===== src/rtl/oled_msg_sequencer_if.sv =====
// User-side bus of the OLED message sequencer: RAM load port, send control,
// controller backpressure and the write strobe toward oled_controller.
interface oled_msg_sequencer_if #(
    parameter int ADDR_W = 4
);
    logic              load_en;
    logic [ADDR_W-1:0] load_addr;
    logic [7:0]        load_data;
    logic [ADDR_W:0]   msg_len;
    logic              start;
    logic              buffer_full;
    logic [7:0]        data_out;
    logic              write_enable;
    logic              ready;
    logic              busy;
    logic              done;

    modport slave (
        input  load_en, load_addr, load_data, msg_len, start, buffer_full,
        output data_out, write_enable, ready, busy, done
    );

    modport master (
        output load_en, load_addr, load_data, msg_len, start, buffer_full,
        input  data_out, write_enable, ready, busy, done
    );
endinterface


===== src/rtl/oled_msg_sequencer.sv =====
// Streams a loaded message into oled_controller one byte per strobe,
// after a power-up delay, with backpressure and a fixed inter-write gap.
module oled_msg_sequencer #(
    parameter int CLK_FREQ          = 20_000_000,
    parameter int STARTUP_DELAY_CYC = CLK_FREQ / 2,
    parameter int ADDR_W            = 4,
    parameter int GAP_CYC           = 4
) (
    input logic                clk,
    input logic                reset,
    oled_msg_sequencer_if.slave bus
);
    localparam int DEPTH = 2 ** ADDR_W;
    localparam int LEN_W = ADDR_W + 1;
    localparam int CNT_W = $clog2(STARTUP_DELAY_CYC + 1);
    localparam int GAP_W = $clog2(GAP_CYC + 1);

    localparam logic [CNT_W-1:0] DLY_LAST = CNT_W'(STARTUP_DELAY_CYC - 1);
    localparam logic [GAP_W-1:0] GAP_LAST = GAP_W'(GAP_CYC - 1);
    localparam logic [LEN_W-1:0] LEN_MAX  = LEN_W'(DEPTH);
    localparam logic [LEN_W-1:0] LEN_ONE  = LEN_W'(1);

    typedef enum logic [2:0] {
        S_BOOT,
        S_IDLE,
        S_WAIT,
        S_WRITE,
        S_GAP,
        S_DONE
    } state_e;

    state_e           state_q, state_d;
    logic [CNT_W-1:0] cnt_q, cnt_d;
    logic [GAP_W-1:0] gap_q, gap_d;
    logic [LEN_W-1:0] idx_q, idx_d;
    logic [LEN_W-1:0] len_q, len_d;
    logic [7:0]       dout_q, dout_d;
    logic             we_q, we_d;
    logic             rdy_q, rdy_d;
    logic             busy_q, busy_d;
    logic             done_q, done_d;
    logic [LEN_W-1:0] len_clamp;

    logic [7:0] mem_q [DEPTH];

    assign len_clamp = (bus.msg_len > LEN_MAX) ? LEN_MAX : bus.msg_len;

    // Loads are frozen for the whole transfer so the streamed bytes stay stable.
    always_ff @(posedge clk) begin
        if (bus.load_en && !busy_q) begin
            mem_q[bus.load_addr] <= bus.load_data;
        end
    end

    always_comb begin
        state_d = state_q;
        cnt_d   = cnt_q;
        gap_d   = gap_q;
        idx_d   = idx_q;
        len_d   = len_q;
        dout_d  = dout_q;
        we_d    = 1'b0;
        rdy_d   = rdy_q;
        busy_d  = busy_q;
        done_d  = 1'b0;
        unique case (state_q)
            S_BOOT: begin
                if (cnt_q == DLY_LAST) begin
                    state_d = S_IDLE;
                    rdy_d   = 1'b1;
                end else begin
                    cnt_d = cnt_q + CNT_W'(1);
                end
            end
            S_IDLE: begin
                if (bus.start) begin
                    len_d  = len_clamp;
                    idx_d  = '0;
                    busy_d = 1'b1;
                    if (len_clamp == '0) begin
                        state_d = S_DONE;
                        done_d  = 1'b1;
                    end else begin
                        state_d = S_WAIT;
                    end
                end
            end
            S_WAIT: begin
                if (!bus.buffer_full) begin
                    state_d = S_WRITE;
                    we_d    = 1'b1;
                    dout_d  = mem_q[idx_q[ADDR_W-1:0]];
                end
            end
            S_WRITE: begin
                if (idx_q == len_q - LEN_ONE) begin
                    state_d = S_DONE;
                    done_d  = 1'b1;
                end else begin
                    idx_d   = idx_q + LEN_ONE;
                    gap_d   = '0;
                    state_d = S_GAP;
                end
            end
            S_GAP: begin
                if (gap_q == GAP_LAST) begin
                    state_d = S_WAIT;
                end else begin
                    gap_d = gap_q + GAP_W'(1);
                end
            end
            S_DONE: begin
                state_d = S_IDLE;
                busy_d  = 1'b0;
            end
            default: begin
                state_d = S_BOOT;
            end
        endcase
    end

    always_ff @(posedge clk) begin
        if (reset) begin
            state_q <= S_BOOT;
            cnt_q   <= '0;
            gap_q   <= '0;
            idx_q   <= '0;
            len_q   <= '0;
            dout_q  <= '0;
            we_q    <= 1'b0;
            rdy_q   <= 1'b0;
            busy_q  <= 1'b0;
            done_q  <= 1'b0;
        end else begin
            state_q <= state_d;
            cnt_q   <= cnt_d;
            gap_q   <= gap_d;
            idx_q   <= idx_d;
            len_q   <= len_d;
            dout_q  <= dout_d;
            we_q    <= we_d;
            rdy_q   <= rdy_d;
            busy_q  <= busy_d;
            done_q  <= done_d;
        end
    end

    assign bus.data_out     = dout_q;
    assign bus.write_enable = we_q;
    assign bus.ready        = rdy_q;
    assign bus.busy         = busy_q;
    assign bus.done         = done_q;
endmodule


===== src/flat_wrapper.sv =====
// flat-port wrapper written by rule: the top's interface ports become plain ports
module oled_msg_sequencer_flat 
#(
    parameter int CLK_FREQ          = 20_000_000,
    parameter int STARTUP_DELAY_CYC = CLK_FREQ / 2,
    parameter int ADDR_W            = 4,
    parameter int GAP_CYC           = 4
)
  (clk, reset, bus_load_en, bus_load_addr, bus_load_data, bus_msg_len, bus_start, bus_buffer_full, bus_data_out, bus_write_enable, bus_ready, bus_busy, bus_done);
  oled_msg_sequencer_if #(.ADDR_W(ADDR_W)) bus_i ();
  input logic clk;
  input logic reset;
  input wire logic [$bits(bus_i.load_en)-1:0] bus_load_en;
  input wire logic [$bits(bus_i.load_addr)-1:0] bus_load_addr;
  input wire logic [$bits(bus_i.load_data)-1:0] bus_load_data;
  input wire logic [$bits(bus_i.msg_len)-1:0] bus_msg_len;
  input wire logic [$bits(bus_i.start)-1:0] bus_start;
  input wire logic [$bits(bus_i.buffer_full)-1:0] bus_buffer_full;
  output wire logic [$bits(bus_i.data_out)-1:0] bus_data_out;
  output wire logic [$bits(bus_i.write_enable)-1:0] bus_write_enable;
  output wire logic [$bits(bus_i.ready)-1:0] bus_ready;
  output wire logic [$bits(bus_i.busy)-1:0] bus_busy;
  output wire logic [$bits(bus_i.done)-1:0] bus_done;
  assign bus_i.load_en = bus_load_en;
  assign bus_i.load_addr = bus_load_addr;
  assign bus_i.load_data = bus_load_data;
  assign bus_i.msg_len = bus_msg_len;
  assign bus_i.start = bus_start;
  assign bus_i.buffer_full = bus_buffer_full;
  assign bus_data_out = bus_i.data_out;
  assign bus_write_enable = bus_i.write_enable;
  assign bus_ready = bus_i.ready;
  assign bus_busy = bus_i.busy;
  assign bus_done = bus_i.done;
  oled_msg_sequencer #(.CLK_FREQ(CLK_FREQ), .STARTUP_DELAY_CYC(STARTUP_DELAY_CYC), .ADDR_W(ADDR_W), .GAP_CYC(GAP_CYC)) u_core (.clk(clk), .reset(reset), .bus(bus_i));
endmodule

===== config.mk =====
export PLATFORM = sky130hd
export DESIGN_NAME = oled_msg_sequencer_flat
export DESIGN_NICKNAME = d
export VERILOG_FILES = /design/src/rtl/oled_msg_sequencer_if.sv /design/src/rtl/oled_msg_sequencer.sv /design/src/flat_wrapper.sv
export SDC_FILE = /design/constraint.sdc
export NUM_CORES = 1
export LEC_CHECK = 0
export ABC_AREA = 1
export ABC_CLOCK_PERIOD_IN_PS = 1900
export BUFFER_PORTS_ARGS = -buffer_cell sky130_fd_sc_hd__buf_2
export CAP_MARGIN = 10
export CORE_ASPECT_RATIO = 0.7
export CORE_MARGIN = 8
export CORE_UTILIZATION = 45
export CTS_BUF_LIST = sky130_fd_sc_hd__clkbuf_4 sky130_fd_sc_hd__clkbuf_8 sky130_fd_sc_hd__clkbuf_16
export CTS_CLUSTER_SIZE = 25
export DETAILED_ROUTE_END_ITERATION = 8
export GPL_TIMING_DRIVEN = 0
export MAX_ROUTING_LAYER = met4
export PLACE_DENSITY_LB_ADDON = 0.2
export SYNTH_ARGS = -nofsm -noshare
export SYNTH_HDL_FRONTEND = slang
export SYNTH_SLANG_ARGS = --single-unit

===== constraint.sdc =====
create_clock -name clk -period 1.9 [get_ports clk]
set_input_delay 0.095 -clock clk [delete_from_list [all_inputs] [get_ports clk]]
set_output_delay 0.095 -clock clk [all_outputs]
set_load 0.02 [all_outputs]

---- Yosys cells after proc, flatten, opt, wreduce, memory -nomap -nowiden ----
Memories as Yosys holds them, arrays and structs flattened. A register that Yosys moved wholly into a read port is not among the register bits.
Index checks and enable logic that the tools add are counted.
word-level totals
  bits in registers ....................... 44
  RAM bits ................................ 128
  input port bits ......................... 22
  output and inout bits ................... 12
  word-level logic and storage cells ...... 71
  memories ................................ 1
memories
  memory        depth  width  rd ports  clocked after memory_dff  wr ports  line                      text
  u_core.mem_q  16     8      1         1                         1         oled_msg_sequencer.sv:44  logic [7:0] mem_q [DEPTH];
cells by class
  $add $sub $neg .......................... 4
  magnitude comparators ................... 1
  equal/unequal tests ..................... 14
  muxes and demuxes ....................... 23
  bitwise gates (word level) .............. 3
  reduce and logical (&&, ||, !) cells .... 16
operators with widths
  operator               count
  $add 24x1->24 const B  1
  $eq 24x24->1 const B   1
  $mux 3                 7
  $pmux 3 s6             1
  $mux 5                 3
  $pmux 5 s2             1
  $reduce_and 2->1       5
  $eq 3x2->1 const B     3
  $mux 1                 8
  $ne 2x2->1 const B     4
  $eq 3x3->1 const B     2
  $pmux 3 s2             1
  $reduce_and 3->1       2
  $reduce_bool 2->1      3
  $add 5x1->5 const B    1
  $eq 5x5->1             1
  $gt 5x5->1 const B     1
  $logic_not 5->1        1
  $sub 5x1->5 const B    1
  $ne 2x1->1 const B     2
  $pmux 1 s2             2
  $reduce_and 4->1       1
  $add 3x1->3 const B    1
  $eq 3x1->1 const B     1
  5 further kinds        7

---- Longest topological paths before layout ----
Gate-level depths: netlist of run 1.
  depth after elaboration ................. 6
  mapped depth ............................ 13
  mapped depth without buffers ............ 13

---- Worst setup path before layout of run 1 ----
OpenSTA, ideal clock, no wires.
  path kind ............................... register to register
  start point ............................. register u_core.cnt_q[0]
  end point ............................... register u_core.cnt_q[20]
  library setup time ...................... 0.138 ns
  arrival ................................. 1.484 ns
  required time ........................... 1.762 ns
  slack ................................... 0.278 ns
  cell stages (with the launch flop) ...... 12
  path buffers ............................ 1
  clock period less this slack ............ 1.622 ns
  cells stage by stage .................... dfxtp_1 -> ha_1 -> nand3_2 -> nor2_4 -> inv_2 -> nor2_2 -> nand2_2 -> nand2_2 -> inv_1 -> clkbuf_1 -> nand2_1 -> a21oi_2
on the way
  word-level cells in the longest chain between the ends .. 3
  elaborated cells on any way between the ends .. 4
  those cells by class .................... add/sub (1); eq/ne (1); bitwise (1); reduce/logical (1)
RTL lines
  element                                                                line                       text
  from (decl)                                                            oled_msg_sequencer.sv:33   logic [CNT_W-1:0] cnt_q, cnt_d;
  from (signal assigned)                                                 oled_msg_sequencer.sv:136  cnt_q <= cnt_d;
  parallel branches: the longest is 3 deep, another holds $add 24x1->24  --
Parallel ways; which one is timed is not known.
A chain may end at the register's enable or synchronous reset.

==> impl_metrics.csv, run 1 <==
group,metric,value,unit
route,first_pass_iters,5,
worst_setup_path,required,2.21,ns
power_and_ir_drop,power.density,851.8,nW/um2
grt,grt_usage,19.31,%
timing,rsz0062_at_grt,"yes",
grt,grt_start_max_net_pins,21,
min_path,hold_path_class,"input port to register",
final_layout,layout.area.seq,4888,um2
synthesis,syn_inst,848,
cts,cts_max_level,4,
route,drcViolationCount,0,
timing,finalHoldViolCount,0,
worst_setup_path,cp.arrival,2.12,ns
route,via_count,6180,
timing,finalCritPeriodShare,95.27,%
final_layout,multi_input_area,2957,um2
cts,cts_root_buf,"clkbuf_16",
cts,clk_latency,0.43,ns
synthesis,syn-num-nets,875,
route,viasPerCell,5.341,
job,maxCapViolCount,0,
route,ant_nets,0,
floorplan,rows,41,
grt,antenna_found_initial,1,
worst_setup_path,cp-start-kind,"register",
worst_setup_path,crit_path_end_kind,"register",
floorplan,core,17800,um2
route,wl,21.13,mm
final_layout,drive_above_1_share,17.83,%
synthesis,synthFlopType,"edfxtp_1",
timing,fin_crit,1.810,ns
place,hpwl,14.51,mm
synthesis,async_flop_share,0,%
timing,final-max-slew-violation-count,0,
final_layout,design_area,9375,um2
floorplan,fp.dieH,128.0,um
synthesis,ys_warn_count,0,
route,wl_per_cell,18.26,um
power_and_ir_drop,max-vdd-ir-drop,0.4779,mV
floorplan,dieArea,22540,um2
run_status,status,"finished clean",
cts,cts.sinks,180,
min_path,min_path_cells,4,
timing,maxSlewHeadroom,52.76,%
cts,cts_tree,"done",
floorplan,initial_utilization,45.33,%
synthesis,ys_ff_latch,180,
place,finalWeightedCongestion,0.9325,
timing,setup_violations,0,
cts,clockBufferDepth,2,
grt,grt_pass1_vias,5587,
worst_setup_path,r2r_cells,5,
worst_setup_path,critPathMaxFanout,10,
route,drtIter0Drc,687,
timing,tns,0,ns
synthesis,ys_types,37,
synthesis,synth-edff-count,128,
final_layout,fillers,1610,
worst_setup_path,crit_type,"register to register",
timing,tightest_slew,0.7087,ns
floorplan,chipWidth,176.1,um
cts,cts_buffers,17,
grt,grt-ovfl-total,0,
timing,finClkSkew,0.01043,ns
final_layout,synthToLayoutAreaGrowth,16.19,%
final_layout,fin_nets,934,
place,io_buffers,32,
synthesis,netlist_area,8069,um2
cts,clkTransAtPathRegs,0.07,ns
grt,grt_first_pass_wirelength,32.20,mm
synthesis,syn_area_per_cell,9.515,um2
power_and_ir_drop,leakage,0.003323,uW
timing,max_freq,552.4,MHz
place,post_dp_cell_area,8524,um2
synthesis,synth_seq_area_share,60.54,%
floorplan,ios,34,
-- path summary, 6_finish.rpt --
kind                                                to        startpoint  slack, ns
worst max register to register  u_core.bus.data_out[6]   u_core.idx_q[2]       0.09
worst min register to register        u_core.bus.ready  u_core.bus.ready       0.47
worst min-delay path                 u_core.state_q[0]         bus_start       0.03
worst max-delay path            u_core.bus.data_out[6]   u_core.idx_q[2]       0.09
-- cells in the mapped netlist (all sizes together), types with 7 or more instances --
| cell type | number | area (um2) |
|---|---|---|
| nor2 | 173 | 669.4 |
| nand2 | 173 | 684.4 |
| o22ai | 25 | 156.4 |
| inv | 48 | 180.2 |
| clkbuf | 21 | 80.07 |
| edfxtp | 128 | 3844 |
| nor3 | 7 | 46.30 |
| o211ai | 14 | 105.1 |
| a21oi | 40 | 264.0 |
| xor2 | 10 | 87.58 |
| buf | 13 | 100.1 |
| dfxtp | 52 | 1041 |
| o21ai | 87 | 435.4 |
| nand4 | 12 | 75.07 |
| nand3 | 24 | 125.1 |
-- repair_timing --
item,4_1_cts,5_1_grt
endpoints found under the setup margin,152,166
setup buffers,0,2
pin swaps,0,1
resized for setup,21,46
hold buffers,6,0
endpoints found under the hold margin,7,0
-- kinds of logic after synthesis --
| kind of cell | share of synthesized area (%) |
|---|---|
| and+or+nand+nor | 20.62 |
| DFF | 60.54 |
| AOI/OAI and AO/OA | 12.09 |
| buffers and inverters | 4.559 |
| xor gates and xnor gates | 1.411 |
| adders and majority gates | 0.7753 |
-- cell usage in the layout (no fill, tap or decap), types with 2 or more instances in the layout --
cell | Yosys | layout
a21oi_1 | 23 | 23
buf_2 | 9 | 38
buf_4 | 0 | 3
a21oi_2 | 17 | 17
edfxtp_1 | 128 | 128
clkinv_8 | 0 | 4
o21ai_0 | 86 | 86
dfxtp_1 | 52 | 49
clkbuf_1 | 20 | 6
nand2_2 | 14 | 17
o211ai_1 | 14 | 14
nor2_1 | 169 | 151
buf_1 | 1 | 3
dfxtp_2 | 0 | 3
clkinv_1 | 2 | 2
buf_12 | 2 | 2
dlygate4sd3_1 | 0 | 6
inv_6 | 0 | 3
xor2_1 | 10 | 10
nor2_2 | 2 | 12
clkbuf_16 | 0 | 17
clkinv_4 | 0 | 2
clkbuf_2 | 1 | 11
xnor2_1 | 3 | 3
inv_8 | 0 | 6
nor3_1 | 6 | 6
ha_1 | 5 | 4
nand3_1 | 23 | 23
o22ai_1 | 25 | 20
clkbuf_4 | 0 | 4
nor2_4 | 2 | 10
inv_2 | 4 | 4
inv_1 | 44 | 44
nand4_1 | 12 | 12
o22ai_2 | 0 | 5
nand2_1 | 159 | 156
nand3b_1 | 5 | 5
-- sequential cells by signal (all words and copies together), names as in the netlist --
signal,cells
u_core.bus.busy,1
u_core.bus.ready,1
u_core.gap_q,3
u_core.bus.data_out,8
u_core.cnt_q,24
u_core.idx_q,5
u_core.len_q,5
u_core.bus.done,1
u_core.state_q,3
u_core.bus.write_enable,1
u_core.mem_q,128
-- metal layers --
metal / part of all wire, % / global-route usage, %
met1: 51 / 29.05
met2: 39 / 24.88
met3: 9.1 / 5.268
met4: 1.2 / 4.672
met5: 0 / -
-- final cells by class --
type | count | share of cell area [%]
sequential | 180 | 52.14
multi-input combinational | 584 | 31.54
clock buffer | 17 | 4.538
tap | 236 | 3.150
timing repair buffer | 40 | 2.509
buffer | 34 | 2.215
inverter | 50 | 2.002
clock inverter | 15 | 1.882
antenna | 1 | 0.02669
-- critical path, stage by stage (launching register included) --
cell and delay, ns:
dfxtp_1 0.36, buf_1 0.45, buf_1 0.49, o211ai_1 0.17, o211ai_1 0.13, a21oi_1 0.09
-- stage by stage --
stage	worst slack [ns]	total power [uW]	utilization (%)	cells	hold slack, ns
final	0.08979	7986	52.67	1157	0.02943
after global routing	-0.02247	8199	52.67	1157	0.01566
after CTS	-0.2167	8011	51.90	1154	0.01279
after detailed placement	-0.1845	4510	47.89	1116	0.3819
after global placement	-0.1844	4508	47.89	1116	0.3657
after floorplan	0.2781	4406	-	848	0.1939
-- power breakdown --
part,leakage [uW],total (uW),switching [uW],internal (uW)
logic,0.00145,201,152,48.5
clock network,0.000295,3540,1740,1790
registers,0.00158,4250,14.6,4240
No activity file was read; power rests on OpenSTA's default activity.
==> run 2: changes to the inputs <==
--- a/config.mk
+++ b/config.mk
@@ -5,7 +5,7 @@
 export SDC_FILE = /design/constraint.sdc
 export NUM_CORES = 1
 export LEC_CHECK = 0
-export ABC_AREA = 1
+export ABC_AREA = 0
 export ABC_CLOCK_PERIOD_IN_PS = 1900
 export BUFFER_PORTS_ARGS = -buffer_cell sky130_fd_sc_hd__buf_2
 export CAP_MARGIN = 10
==> run 2 against run 1 <==
Against the previous run:
- the flow now finishes with violations (setup timing)
- cell area decreased by 0.75%
- maximum frequency decreased by 13%
- register-to-register slack got worse by 0.27 ns
- die area decreased by 6.8%
- flip-flop and latch count unchanged
- worst hold slack improved by 0.048 ns
- via count decreased by 25%
- global-route usage decreased by 1.9 points
- synthesized area decreased by 7.6%
- worst setup slack got worse by 0.27 ns
- core utilization increased by 4.6 points
- power increased by 12%
- critical endpoint is now u_core.state_q[0]
- largest power group unchanged
==> impl_metrics.csv, run 2 <==
group,metric,value,unit
run_status,status,"complete, but fails checks",
run_status,violations,"setup timing",
final_layout,antenna_cells,0,
timing,timing.final.ws_setup,-0.1752,ns
final_layout,synthToLayoutAreaGrowth,24.76,%
job,maxCapViolCount,0,
route,wl_per_cell,20.69,um
synthesis,yosysMostFrequentCell,"edfxtp_1",
worst_setup_path,cp.arrival,2.41,ns
worst_setup_path,cp-start-kind,"register",
synthesis,synth_top_cells_by_count,"edfxtp_1 (128), dfxtp_1 (52), nor2_1 (45), mux4_2 (32), nand2_1 (26)",
power_and_ir_drop,power.density,960.6,nW/um2
timing,rsz0062_at_grt,"yes",
timing,finalCritPeriodShare,109.2,%
power_and_ir_drop,p_total,8939,uW
place,finalWeightedCongestion,0.8259,
cts,clockBufferDepth,2,
final_layout,layout.area.seq,4901,um2
route,via_count,4631,
cts,clk_latency,0.42,ns
final_layout,layout_common_cells,"edfxtp_1 (128), dfxtp_1 (41), nor2_1 (37), buf_2 (33), mux4_2 (32)",
final_layout,fillers,1276,
power_and_ir_drop,max-vdd-ir-drop,0.5465,mV
final_layout,drive_above_1_share,35.09,%
floorplan,core,16250,um2
place,dp_slack,-0.6008,ns
floorplan,chipWidth,169.9,um
min_path,min_from,"bus_load_data[7]",
synthesis,synth-edff-count,128,
synthesis,synthFlopType,"edfxtp_1",
timing,fin_crit,2.075,ns
synthesis,netlist_area,7458,um2
timing,finalHoldViolCount,0,
final_layout,fin_nets,621,
synthesis,async_flop_share,0,%
place,hpwl,11.14,mm
worst_setup_path,required,2.23,ns
final_layout,largest_reg_flops,128,
place,io_buffers,32,
worst_setup_path,crit_path_end_kind,"register",
grt,grt_pass1_vias,4609,
cts,cts_tree,"done",
cts,cts_max_level,4,
synthesis,synth_top_area_share,51.53,%
floorplan,ios,34,
worst_setup_path,critPathMaxFanout,7,
final_layout,top_register,"u_core.mem_q",
grt,grt_start_max_net_pins,18,
route,wl,17.21,mm
floorplan,rows,39,
grt,grt_usage,17.43,%
timing,maxSlewHeadroom,42.09,%
grt,grt_first_pass_wirelength,26.39,mm
grt,grt-ovfl-total,0,
synthesis,synth_seq_area_share,65.49,%
final_layout,final_common_cell,"edfxtp_1",
cts,cts_buffers,17,
synthesis,synthTopCellsByArea,"edfxtp_1 (52%), dfxtp_1 (14%), mux4_2 (9.7%), mux2i_1 (2.5%), nor2_1 (2.3%)",
grt,antenna_found_initial,0,
min_path,hold_path_class,"input port to register",
floorplan,initial_utilization,45.90,%
route,drtIter0Drc,330,
cts,cts_root_buf,"clkbuf_16",
timing,max_freq,481.9,MHz
route,drcViolationCount,0,
route,viasPerCell,5.566,
synthesis,ys_ff_latch,180,
worst_setup_path,cp-startpoint,"u_core.cnt_q[8]",
final_layout,multi_input_area,2751,um2
floorplan,dieArea,21020,um2
synthesis,ys_types,54,
route,first_pass_iters,5,
worst_setup_path,r2r-start,"u_core.cnt_q[8]",
synthesis,syn-num-nets,529,
synthesis,synth_top_area_cell,"edfxtp_1",
synthesis,ys_warn_count,0,
cts,clkTransAtPathRegs,0.07,ns
timing,finClkSkew,0.007890,ns
route,ant_nets,0,
timing,tightest_slew,0.8654,ns
synthesis,syn_inst,502,
power_and_ir_drop,leakage,0.003133,uW
cts,cts.sinks,180,
synthesis,syn_area_per_cell,14.86,um2
worst_setup_path,crit_type,"register to register",
floorplan,fp.dieH,123.7,um
timing,setup_violations,21,
timing,final-max-slew-violation-count,0,
run 2: cell count changes in the layout (fill, tap and decap cells not counted), moves of 15 or more:
cell	delta
mux4_2	+32
inv_1	-36
nand2_2	-16
buf_4	+22
nor2_1	-114
nand2_1	-131
o21ai_0	-80
a21oi_2	-15
run 2: layer usage:
| metal | global-route usage, % | vias to the layer above | wire length (um) |
|---|---|---|---|
| li1 | - | 2143 | - |
| met1 | 23.44 | 2361 | 8235 |
| met2 | 26.53 | 115 | 7960 |
| met3 | 3.990 | 12 | 869 |
| met4 | 4.573 | 0 | 145 |
| met5 | - | - | 0 |
run 2: power breakdown:
part           switching [uW]  total, uW  internal [uW]  leakage (uW)
clock                    1550       3520           1970      0.000284
combinational             574       1020            446       0.00127
sequential               75.9       4400           4320       0.00158
total                    2200       8940           6740       0.00313
run 2: worst max-delay path: stages, from the launching register on:
cell       delay, ns
dfxtp_2         0.32
or4_4           0.53
or4_4           0.47
o21ai_4         0.27
buf_4           0.17
o2111ai_1       0.13
o31ai_1         0.09
run 2: worst paths after layout:
path / cells after the start / slack (ns) / endpoint
hold reg to reg: 1 / 0.45 / u_core.gap_q[0]
hold / removal: 1 / 0.08 / u_core.mem_q[10][7]
setup / recovery: 6 / -0.18 / u_core.state_q[0]
setup reg to reg: 6 / -0.18 / u_core.state_q[0]
run 2: repair_timing:
action / 4_1_cts / 5_1_grt
buffers inserted: 17 / 11
setup endpoints to repair: 74 / 71
pin swaps: 17 / 12
gates resized for setup: 64 / 43
hold buffers: 9 / 0
cloned: 2 / 0
endpoints found under the hold margin: 8 / 0
run 2: final cells by class:
type | count | area share [%]
clock inverters | 15 | 1.802
plain buffers | 20 | 2.205
flip-flops and latches | 180 | 52.67
inverters | 8 | 0.3227
multi-input cells | 294 | 29.57
repair buffers | 73 | 5.836
clock buffers | 17 | 4.572
well taps | 225 | 3.025
run 2: stage by stage:
stage	hold WS [ns]	area, um2	utilization [%]	instances	TNS, ns
4_1_cts	0.05488	9022	55.52	821	-1.505
2_1_floorplan	0.1939	7476	-	502	-0.1156
6_report	0.07776	9305	57.27	832	-1.991
3_5_place_dp	0.3758	7930	48.80	761	-11.95
5_1_grt	0.06181	9305	57.27	832	-3.454
3_3_place_gp	0.3623	7918	48.73	759	-14.14
run 2: cells by family (layout without fill, tap and decap cells):
group	count (synthesis)	after routing	share of synthesized area, %
AO/OA/AOI/OAI	56	56	4.982
XOR/XNOR	23	23	2.885
adder cells (fa/ha/maj)	5	5	0.8388
buffers and inverters	28	133	2.080
flip-flops	180	180	65.49
multiplexers	53	53	12.56
AND/OR/NAND/NOR	157	157	11.16
